===== src/rtl/alu_exec_pipe.sv =====
// ---------------------------------------------------------------------------
// alu_exec_pipe -- integer execution unit for one issue slot of the LEGv8 core.
//
// Accepts one op per cycle through a valid/ready handshake, carries a ROB tag
// alongside it, and presents a registered result together with NZCV flags and
// an illegal-op indication. AND/OR/ADD/SUB/XOR/LSL/LSR/MOVB and illegal
// opcodes complete one cycle after acceptance. With ALU_MUL_EN defined,
// opcode 1000 runs an iterative shift-add multiply taking WIDTH cycles.
// Without ALU_MUL_EN, opcode 1000 is reported as illegal and no multiply
// hardware exists.
//
// Ports:
//   CLK, RESET            clock (rising edge) and synchronous active-high reset
//   FLUSH                 kills in-flight and held work, blocks acceptance
//   IN_VALID / IN_READY   input handshake
//   A, B, CONTROL, IN_TAG operands, opcode, ROB tag
//   OUT_VALID / OUT_READY output handshake
//   RESULT, OUT_TAG       registered result and its tag
//   ZEROFLAG, NEGFLAG, CARRYFLAG, OVFLAG, ILLEGAL  registered status
//
// Optional feature macro: ALU_MUL_EN
// ---------------------------------------------------------------------------
module alu_exec_pipe #(
   parameter int WIDTH = 32,
   parameter int TAG_W = 6
) (
   input  logic             CLK,
   input  logic             RESET,
   input  logic             FLUSH,
   input  logic             IN_VALID,
   output logic             IN_READY,
   input  logic [WIDTH-1:0] A,
   input  logic [WIDTH-1:0] B,
   input  logic [3:0]       CONTROL,
   input  logic [TAG_W-1:0] IN_TAG,
   output logic             OUT_VALID,
   input  logic             OUT_READY,
   output logic [WIDTH-1:0] RESULT,
   output logic [TAG_W-1:0] OUT_TAG,
   output logic             ZEROFLAG,
   output logic             NEGFLAG,
   output logic             CARRYFLAG,
   output logic             OVFLAG,
   output logic             ILLEGAL
);
   localparam int SHAMT_W = $clog2(WIDTH);

   localparam logic [3:0] OP_AND  = 4'b0000;
   localparam logic [3:0] OP_OR   = 4'b0001;
   localparam logic [3:0] OP_ADD  = 4'b0010;
   localparam logic [3:0] OP_SUB  = 4'b0011;
   localparam logic [3:0] OP_XOR  = 4'b0100;
   localparam logic [3:0] OP_LSL  = 4'b0101;
   localparam logic [3:0] OP_LSR  = 4'b0110;
   localparam logic [3:0] OP_MOVB = 4'b0111;
`ifdef ALU_MUL_EN
   localparam logic [3:0] OP_MUL  = 4'b1000;
`endif

   // Output register
   logic             out_valid_q, out_valid_d;
   logic [WIDTH-1:0] result_q, result_d;
   logic [TAG_W-1:0] tag_q, tag_d;
   logic             zero_q, zero_d, neg_q, neg_d;
   logic             carry_q, carry_d, ovf_q, ovf_d;
   logic             illegal_q, illegal_d;

   // Single-cycle datapath
   logic [WIDTH:0]   add_x_s, sub_x_s;
   logic [SHAMT_W-1:0] shamt_s;
   logic [WIDTH-1:0] alu_res_s;
   logic             alu_c_s, alu_v_s, alu_ill_s;

   logic             is_mul_s, idle_s, out_free_s, accept_s;

`ifdef ALU_MUL_EN
   typedef enum logic [0:0] {S_IDLE, S_MUL_RUN} state_e;
   state_e           state_q, state_d;
   logic [WIDTH-1:0] mcand_q, mcand_d, mplier_q, mplier_d, acc_q, acc_d;
   logic [WIDTH-1:0] acc_step_s;
   logic [SHAMT_W-1:0] cnt_q, cnt_d;
   logic [TAG_W-1:0] mtag_q, mtag_d;
   logic             mul_last_s, mul_done_s;

   assign is_mul_s   = (CONTROL == OP_MUL);
   assign idle_s     = (state_q == S_IDLE);
   // One shift-add step: the multiplier's current LSB selects the multiplicand.
   assign acc_step_s = acc_q + (mplier_q[0] ? mcand_q : '0);
   assign mul_last_s = (state_q == S_MUL_RUN) && (cnt_q == SHAMT_W'(WIDTH - 1));
   // The final step only retires when the output register can take it.
   assign mul_done_s = mul_last_s && out_free_s && !FLUSH;
`else
   assign is_mul_s   = 1'b0;
   assign idle_s     = 1'b1;
`endif

   assign out_free_s = !out_valid_q || OUT_READY;
   assign IN_READY   = !FLUSH && idle_s && out_free_s;
   assign accept_s   = IN_VALID && IN_READY;

   // Single-cycle ALU result and flags for the op currently presented
   always_comb begin
      add_x_s   = {1'b0, A} + {1'b0, B};
      sub_x_s   = {1'b0, A} - {1'b0, B};
      shamt_s   = B[SHAMT_W-1:0];
      alu_res_s = '0;
      alu_c_s   = 1'b0;
      alu_v_s   = 1'b0;
      alu_ill_s = 1'b0;
      case (CONTROL)
         OP_AND:  alu_res_s = A & B;
         OP_OR:   alu_res_s = A | B;
         OP_ADD: begin
            alu_res_s = add_x_s[WIDTH-1:0];
            alu_c_s   = add_x_s[WIDTH];
            alu_v_s   = (A[WIDTH-1] == B[WIDTH-1]) && (add_x_s[WIDTH-1] != A[WIDTH-1]);
         end
         OP_SUB: begin
            alu_res_s = sub_x_s[WIDTH-1:0];
            // Bit WIDTH of the extended difference is the borrow.
            alu_c_s   = ~sub_x_s[WIDTH];
            alu_v_s   = (A[WIDTH-1] != B[WIDTH-1]) && (sub_x_s[WIDTH-1] != A[WIDTH-1]);
         end
         OP_XOR:  alu_res_s = A ^ B;
         OP_LSL:  alu_res_s = A << shamt_s;
         OP_LSR:  alu_res_s = A >> shamt_s;
         OP_MOVB: alu_res_s = B;
`ifdef ALU_MUL_EN
         // Produced by the multiply FSM, never through this path.
         OP_MUL:  alu_ill_s = 1'b0;
`endif
         default: alu_ill_s = 1'b1;
      endcase
   end

   // Output register next state: flush, single-cycle load, multiply load, drain
   always_comb begin
      out_valid_d = out_valid_q;
      result_d    = result_q;
      tag_d       = tag_q;
      zero_d      = zero_q;
      neg_d       = neg_q;
      carry_d     = carry_q;
      ovf_d       = ovf_q;
      illegal_d   = illegal_q;
      if (FLUSH) begin
         out_valid_d = 1'b0;
      end else if (accept_s && !is_mul_s) begin
         out_valid_d = 1'b1;
         result_d    = alu_res_s;
         tag_d       = IN_TAG;
         zero_d      = (alu_res_s == '0);
         neg_d       = alu_res_s[WIDTH-1];
         carry_d     = alu_c_s;
         ovf_d       = alu_v_s;
         illegal_d   = alu_ill_s;
`ifdef ALU_MUL_EN
      end else if (mul_done_s) begin
         out_valid_d = 1'b1;
         result_d    = acc_step_s;
         tag_d       = mtag_q;
         zero_d      = (acc_step_s == '0);
         neg_d       = acc_step_s[WIDTH-1];
         carry_d     = 1'b0;
         ovf_d       = 1'b0;
         illegal_d   = 1'b0;
`endif
      end else if (OUT_READY) begin
         out_valid_d = 1'b0;
      end else begin
         out_valid_d = out_valid_q;
      end
   end

`ifdef ALU_MUL_EN
   // Multiply FSM next state and shift-add datapath
   always_comb begin
      state_d  = state_q;
      mcand_d  = mcand_q;
      mplier_d = mplier_q;
      acc_d    = acc_q;
      cnt_d    = cnt_q;
      mtag_d   = mtag_q;
      case (state_q)
         S_IDLE: begin
            if (accept_s && is_mul_s) begin
               state_d  = S_MUL_RUN;
               mcand_d  = A;
               mplier_d = B;
               acc_d    = '0;
               cnt_d    = '0;
               mtag_d   = IN_TAG;
            end else begin
               state_d  = S_IDLE;
            end
         end
         S_MUL_RUN: begin
            if (FLUSH) begin
               state_d = S_IDLE;
            end else if (mul_last_s) begin
               // Hold the last step (no accumulate) until the result retires.
               state_d = out_free_s ? S_IDLE : S_MUL_RUN;
            end else begin
               acc_d    = acc_step_s;
               mcand_d  = mcand_q << 1;
               mplier_d = mplier_q >> 1;
               cnt_d    = cnt_q + SHAMT_W'(1);
            end
         end
         default: state_d = S_IDLE;
      endcase
   end
`endif

   // State registers with synchronous reset
   always_ff @(posedge CLK) begin
      if (RESET) begin
         out_valid_q <= 1'b0;
         result_q    <= '0;
         tag_q       <= '0;
         zero_q      <= 1'b0;
         neg_q       <= 1'b0;
         carry_q     <= 1'b0;
         ovf_q       <= 1'b0;
         illegal_q   <= 1'b0;
`ifdef ALU_MUL_EN
         state_q     <= S_IDLE;
         mcand_q     <= '0;
         mplier_q    <= '0;
         acc_q       <= '0;
         cnt_q       <= '0;
         mtag_q      <= '0;
`endif
      end else begin
         out_valid_q <= out_valid_d;
         result_q    <= result_d;
         tag_q       <= tag_d;
         zero_q      <= zero_d;
         neg_q       <= neg_d;
         carry_q     <= carry_d;
         ovf_q       <= ovf_d;
         illegal_q   <= illegal_d;
`ifdef ALU_MUL_EN
         state_q     <= state_d;
         mcand_q     <= mcand_d;
         mplier_q    <= mplier_d;
         acc_q       <= acc_d;
         cnt_q       <= cnt_d;
         mtag_q      <= mtag_d;
`endif
      end
   end

   assign OUT_VALID = out_valid_q;
   assign RESULT    = result_q;
   assign OUT_TAG   = tag_q;
   assign ZEROFLAG  = zero_q;
   assign NEGFLAG   = neg_q;
   assign CARRYFLAG = carry_q;
   assign OVFLAG    = ovf_q;
   assign ILLEGAL   = illegal_q;

endmodule


===== config.mk =====
export PLATFORM = sky130hd
export DESIGN_NAME = alu_exec_pipe
export DESIGN_NICKNAME = d
export VERILOG_FILES = /design/src/rtl/alu_exec_pipe.sv
export SDC_FILE = /design/constraint.sdc
export NUM_CORES = 1
export LEC_CHECK = 0
export CAP_MARGIN = 20
export CORE_ASPECT_RATIO = 2
export CORE_UTILIZATION = 60
export DETAILED_ROUTE_END_ITERATION = 10
export PLACE_DENSITY = 0.88
export SLEW_MARGIN = 30
export SYNTH_ARGS = -nofsm -noshare
export SYNTH_HDL_FRONTEND = slang
export SYNTH_SLANG_ARGS = --single-unit
export TNS_END_PERCENT = 20

===== constraint.sdc =====
create_clock -name CLK -period 9.1 [get_ports CLK]
set_input_delay 1.82 -clock CLK [delete_from_list [all_inputs] [get_ports CLK]]
set_output_delay 1.82 -clock CLK [all_outputs]
set_load 0.02 [all_outputs]

==> results of run 1 <==
synthesized netlist by cell type (all sizes together), types with 41 or more instances:
library cell	instances	area [sq um]
ha	103	1290
mux2i	52	521
a211oi	41	308
clkbuf	89	338
a21oi	115	576
nand2	155	582
inv	106	398
nand3	42	210
buf	59	372
nor3	60	300
o21ai	86	430
nor2	178	668
mux4	67	1550
dfxtp	43	861
per-layer routing:
layer | GRT usage [%] | GRT overflow
met3 | 36.6 | 0
met5 | 4.62 | 0
met2 | 85.9 | 1
met1 | 66.3 | 0
met4 | 63.5 | 2
stage by stage:
stage	setup WS, ns	instance area (sq um)	utilization (%)	instances	hold WS [ns]
4_1_cts	2.36	13400	67.5	1940	0.458
3_5_place_dp	2.07	13200	66.7	1933	0.446
3_3_place_gp	2.19	13200	66.6	1933	0.441
2_1_floorplan	3.29	12100	-	1662	0.530
cell families after synthesis:
group / after synthesis / share of synthesized area (%)
simple gates: 601 / 23.9
fa+ha+maj: 105 / 11.0
compound gates: 498 / 28.2
mux: 150 / 20.0
xor+xnor: 9 / 0.651
flops: 43 / 7.11
buf+inv: 256 / 9.25
==> results_dict.tcl, run 1 <==
set metrics [dict create \
    status "stopped before the end" \
    lastStage "global routing (5_1_grt)" \
    stop_error "[ERROR GRT-0116] Global routing finished with congestion. Check the congestion regions in the DRC Viewer." \
    ys.flop_type "dfxtp_1" \
    hpwl_mm 45.2 \
    grt_pass1_wl_mm 99.0 \
    postSynthCellCount 1662 \
    first_global_vias 15638 \
    cts_sinks 43 \
    place_congestion 1.20 \
    numCtsBuffers 5 \
    io_pins 124 \
    cts_resized 0 \
    cts_hold_buffers 0 \
    synth_cell_types 90 \
    syn_area_sq_um 12100 \
    grt_max_degree 71 \
    synth-edff-count 0 \
    htreeDepth 2 \
    grtUsageTotal_pct 64.0 \
    start_util_pct 61.1 \
    yosysSeqAreaShare_pct 7.11 \
    syn_avg_cell_area_sq_um 7.28 \
    overflow 3 \
    die_x_um 102 \
    synth_nets 1846 \
    die_h_um 203 \
    postCtsSetupBuffers 0 \
    async_flop_share_pct 0 \
    max-clock-path-buffers 2 \
    port_buffers 123 \
    clockRootBuffer "clkbuf_16" \
    fp-row-count 73 \
    yosysWarnings 0 \
    synth-seq-cells 43 \
]
==> run 2, diff against run 1 <==
CORE_ASPECT_RATIO = not set   (was 2)
CORE_UTILIZATION = 40   (was 60)
PLACE_DENSITY = not set   (was 0.88)
PLACE_DENSITY_LB_ADDON = 0.15   (was not set)
==> results_dict.tcl, run 2 <==
set metrics [dict create \
    status "complete, no violations" \
    area_growth_pct 12.0 \
    grt_max_degree 68 \
    grtUsageTotal_pct 38.7 \
    async_flop_share_pct 0 \
    placed_area_sq_um 13400 \
    num_vias 14072 \
    drive_gt1_share_pct 10.2 \
    max_freq_mhz 146 \
    synth_top_cell_area_share_pct 10.6 \
    clkLatencyLatePin_ns 0.29 \
    hold_viol_final 0 \
    cp.arrival_ns 7.06 \
    max-clock-path-buffers 2 \
    synth_nets 1846 \
    layout_commonest_cell "nor2_1" \
    firstDrtPassIters 7 \
    wl_per_cell_um 29.3 \
    die_h_um 176 \
    start_kind "input pin" \
    cts_resized 0 \
    start_util_pct 40.7 \
    vias_per_cell 6.79 \
    p_int_uw 590 \
    synthTopCellsByCount "178 x nor2_1, 155 x nand2_1, 115 x a21oi_1" \
    power.share.sequential_pct 17.5 \
    fp.coreArea_sq_um 29700 \
    path_max_fanout 42 \
    cts_tree "done" \
    netlist_top_cells_area "ha_1 11%, mux4_2 10%, dfxtp_1 7.1%" \
    max-cap-violations 0 \
    slew-limit-headroom_pct 26.6 \
    totalWireLength_mm 60.7 \
    final_antenna_net_count 0 \
    port_buffers 123 \
    powerDensity_nw_per_um2 87.0 \
    grt_pass1_wl_mm 88.5 \
    hpwl_mm 47.6 \
    yosysSeqAreaShare_pct 7.11 \
    syn_area_sq_um 12100 \
    required_ns 9.31 \
    layout_common_cells "178 x nor2_1, 155 x nand2_1, 118 x clkdlybuf4s50_1" \
    fp-row-count 63 \
    ys.flop_type "dfxtp_1" \
    clockRootBuffer "clkbuf_16" \
    pwr-share-clk_pct 15.1 \
    yosysWarnings 0 \
    post-route-period-util_pct 75.3 \
    overflow 0 \
    syn_avg_cell_area_sq_um 7.28 \
    die_x_um 176 \
    synth-edff-count 0 \
    rsz0062_at_grt "no" \
    clk_pin_slew_worst_paths_ns 0.07 \
    die_area_sq_um 31000 \
    largest_register_ffs 32 \
    finalCriticalPeriod_ns 6.86 \
    critPathKind "in -> reg" \
    hp-class "reg -> reg" \
    power_switching_uw 589 \
    worst_pin_slew_ns 1.09 \
    drt_iter0_markers 1678 \
    antenna_found_initial 0 \
    yosys.area.top_type "ha_1" \
    crit_path_end_kind "flip-flop" \
    fin_nets 1864 \
    leakage_uw 0.00535 \
    htreeDepth 2 \
    slew_violations 0 \
    first_global_vias 12933 \
    postSynthCellCount 1662 \
    fin_skew_ns 0.00677 \
    numCtsBuffers 5 \
    p_comb_share_pct 67.4 \
    cts_hold_buffers 0 \
    drc 0 \
    setup_viol_count_final 0 \
    synth-seq-cells 43 \
    cts_sinks 43 \
    postCtsSetupBuffers 0 \
    ir_drop_mv 0.0672 \
    setup_tns_ns 0 \
    io_pins 124 \
    final_area_sq_um 13600 \
    synth_cell_types 90 \
    antennaDiodeCount 0 \
    yosysMostFrequentCell "nor2_1" \
    place_congestion 1.01 \
    power.share.switching_pct 50.0 \
]
run 2: cell counts after synthesis:
No cell type changed its count.
run 2: worst max-delay path, stage by stage:
cell and delay [ns]:
buf_4 0.50, inv_1 0.40, ha_1 0.43, a211oi_1 0.53, o211ai_1 0.35, a311o_1 0.43
a41oi_1 0.36, mux2_2 0.38, or3_1 0.39, nor3_1 0.20, o2111ai_1 0.14, nor4_1 0.60
nand4_1 0.24, o32ai_2 0.28
run 2: cells by family (layout without fill, tap and decap cells):
| family | after synthesis | count (layout) | share of synthesized area, % |
|---|---|---|---|
| AND/OR/NAND/NOR | 601 | 601 | 23.9 |
| AO/OA/AOI/OAI | 498 | 498 | 28.2 |
| buffers and inverters | 256 | 275 | 9.25 |
| multiplexers | 150 | 150 | 20.0 |
| adder cells (fa/ha/maj) | 105 | 105 | 11.0 |
| flip-flops | 43 | 43 | 7.11 |
| XOR/XNOR | 9 | 9 | 0.651 |
run 2: power by group through the flow:
stage | logic [uW] | registers [uW] | clock network [uW]
after floorplan | 475 | 225 | 0
after global placement | 767 | 210 | 0
after detailed placement | 765 | 211 | 0
after CTS | 770 | 206 | 183
after global routing | 838 | 208 | 195
final | 795 | 206 | 178
run 2: path summary, 6_finish.rpt:
| kind | startpoint | endpoint | slack (ns) | cells after the start |
|---|---|---|---|---|
| worst max-delay path | B[1] | ZEROFLAG | 2.24 | 14 |
| worst min-delay path | RESULT[26] | RESULT[26] | 0.45 | 2 |
| worst max register to register | OUT_VALID | ZEROFLAG | 5.63 | 12 |
| worst min register to register | RESULT[26] | RESULT[26] | 0.45 | 2 |
run 2: layout make-up:
type	instances	area (sq um)
fill	3025	16200
sequential	43	861
inverter	107	402
tap	390	488
clock inverter	3	20.0
clock buffer	5	125
multi-input combinational	1363	10200
timing repair buffer	160	1490
run 2: per-layer routing:
| metal | GRT usage, % | share of wire [%] | vias to the layer above |
|---|---|---|---|
| met3 | 7.80 | 9.6 | 126 |
| met4 | 18.3 | 5.5 | 0 |
| met5 | 0 | 0 | - |
| met1 | 52.8 | 42 | 6846 |
| li1 | - | - | 6245 |
| met2 | 58.2 | 43 | 855 |
run 2: stage by stage:
step / instances / util, % / hold slack [ns] / worst slack [ns] / power [uW]
2_1_floorplan: 1662 / - / 0.530 / 3.29 / 699
3_3_place_gp: 2063 / 45.0 / 0.442 / 2.27 / 977
3_5_place_dp: 2063 / 45.1 / 0.450 / 2.08 / 976
4_1_cts: 2071 / 45.6 / 0.459 / 2.37 / 1160
5_1_grt: 2071 / 45.6 / 0.475 / 2.01 / 1240
6_report: 2071 / 45.6 / 0.452 / 2.24 / 1180
Note: power is estimated with default switching activity, not from simulation.
==> run 3, diff against run 2 <==
clock period = 6.25 ns   (was 9.1 ns; I/O delays follow)
==> results_dict.tcl, run 3 (synthesis results as in run 2) <==
set metrics [dict create \
    status "complete, no violations" \
    postCtsSetupBuffers 0 \
    p_int_uw 941 \
    start_util_pct 40.7 \
    slew_violations 0 \
    fin_nets 1949 \
    io_pins 124 \
    crit_path_end_kind "flip-flop" \
    fp-row-count 63 \
    pwr-share-clk_pct 16.6 \
    setup_viol_count_final 0 \
    clockRootBuffer "clkbuf_16" \
    fin_skew_ns 0.00508 \
    grt_max_degree 51 \
    critPathKind "in -> reg" \
    max-cap-violations 0 \
    p_comb_share_pct 67.0 \
    fp.coreArea_sq_um 29700 \
    overflow 0 \
    antennaDiodeCount 0 \
    final_area_sq_um 14300 \
    numCtsBuffers 5 \
    post-place-cells 2148 \
    power.share.sequential_pct 16.5 \
    layout_commonest_cell "nor2_1" \
    drive_gt1_share_pct 14.4 \
    power_switching_uw 882 \
    die_x_um 176 \
    max_freq_mhz 172 \
    required_ns 6.45 \
    cts_tree "done" \
    max-clock-path-buffers 2 \
    cts_resized 0 \
    grt_pass1_wl_mm 90.8 \
    totalWireLength_mm 62.7 \
    place_congestion 1.06 \
    wl_per_cell_um 29.1 \
    cp.arrival_ns 6.02 \
    powerDensity_nw_per_um2 128 \
    drt_iter0_markers 1645 \
    rsz0062_at_grt "no" \
    final_antenna_net_count 0 \
    finalCriticalPeriod_ns 5.82 \
    die_h_um 176 \
    area_growth_pct 17.7 \
    ir_drop_mv 0.109 \
    drc 0 \
    slew-limit-headroom_pct 32.2 \
    clkLatencyLatePin_ns 0.29 \
    placed_area_sq_um 14100 \
    grtUsageTotal_pct 39.8 \
    worst_pin_slew_ns 1.00 \
    layout_common_cells "178 x nor2_1, 155 x nand2_1, 122 x buf_4" \
    start_kind "input pin" \
    leakage_uw 0.00580 \
    hp-class "reg -> reg" \
    first_global_vias 13520 \
    port_buffers 123 \
    cts_hold_buffers 0 \
    hpwl_mm 50.8 \
    largest_register_ffs 32 \
    vias_per_cell 6.74 \
    num_vias 14521 \
    clk_pin_slew_worst_paths_ns 0.06 \
    power.share.switching_pct 48.4 \
    final_cells 2156 \
    antenna_found_initial 0 \
    path_max_fanout 13 \
    hold_viol_final 0 \
    post-route-period-util_pct 93.1 \
    die_area_sq_um 31000 \
    cts_sinks 43 \
    setup_tns_ns 0 \
    htreeDepth 2 \
    firstDrtPassIters 6 \
]
[run 3: final timing paths]
kind / from / end / slack [ns] / cells past startpoint
hold reg to reg: RESULT[13] / RESULT[13] / 0.45 / 2
setup reg to reg: OUT_VALID / ZEROFLAG / 2.84 / 12
setup / recovery: A[13] / ZEROFLAG / 0.43 / 15
hold / removal: RESULT[13] / RESULT[13] / 0.45 / 2
[run 3: metal layers]
metal  vias up  track usage [%]  wire, um
met1      7123             54.5     26800
li1       6409                -         -
met5         -                0         0
met2       848             59.9     26800
met4         0             17.1      3130
met3       141             8.51      6030
[run 3: layout make-up]
type,count,area [sq um]
Fill cell,3015,15500
Multi-Input combinational cell,1363,10200
Timing Repair Buffer,245,2170
Sequential cell,43,861
Tap cell,390,488
Inverter,107,402
Clock buffer,5,125
Clock inverter,3,43.8
[run 3: critical path, stage by stage]
cell             delay [ns]
clkdlybuf4s50_1        0.95
inv_1                  0.10
ha_1                   0.34
nand4_1                0.23
or3_1                  0.45
a211o_1                0.35
a31oi_1                0.25
mux2i_1                0.32
o2111ai_1              0.31
nor3_1                 0.25
o2111ai_1              0.12
nor4_1                 0.52
buf_4                  0.20
nand4_1                0.11
o32ai_2                0.26
[run 3: power groups by stage]
| stage | clock, uW | combinational, uW | sequential [uW] |
|---|---|---|---|
| floorplan | 0 | 691 | 327 |
| global placement | 0 | 1180 | 306 |
| detailed placement | 0 | 1170 | 307 |
| CTS | 308 | 1180 | 301 |
| global route | 323 | 1280 | 303 |
| finish | 302 | 1220 | 301 |
[run 3: per-stage QoR]
| stage | util, % | hold WS [ns] | total power (uW) | worst slack (ns) |
|---|---|---|---|---|
| floorplan | - | 0.530 | 1020 | 1.01 |
| global route | 48.0 | 0.476 | 1900 | 0.430 |
| CTS | 47.9 | 0.455 | 1790 | 0.619 |
| global placement | 47.3 | 0.442 | 1480 | 0.350 |
| detailed placement | 47.3 | 0.447 | 1480 | 0.320 |
| finish | 48.0 | 0.454 | 1820 | 0.433 |
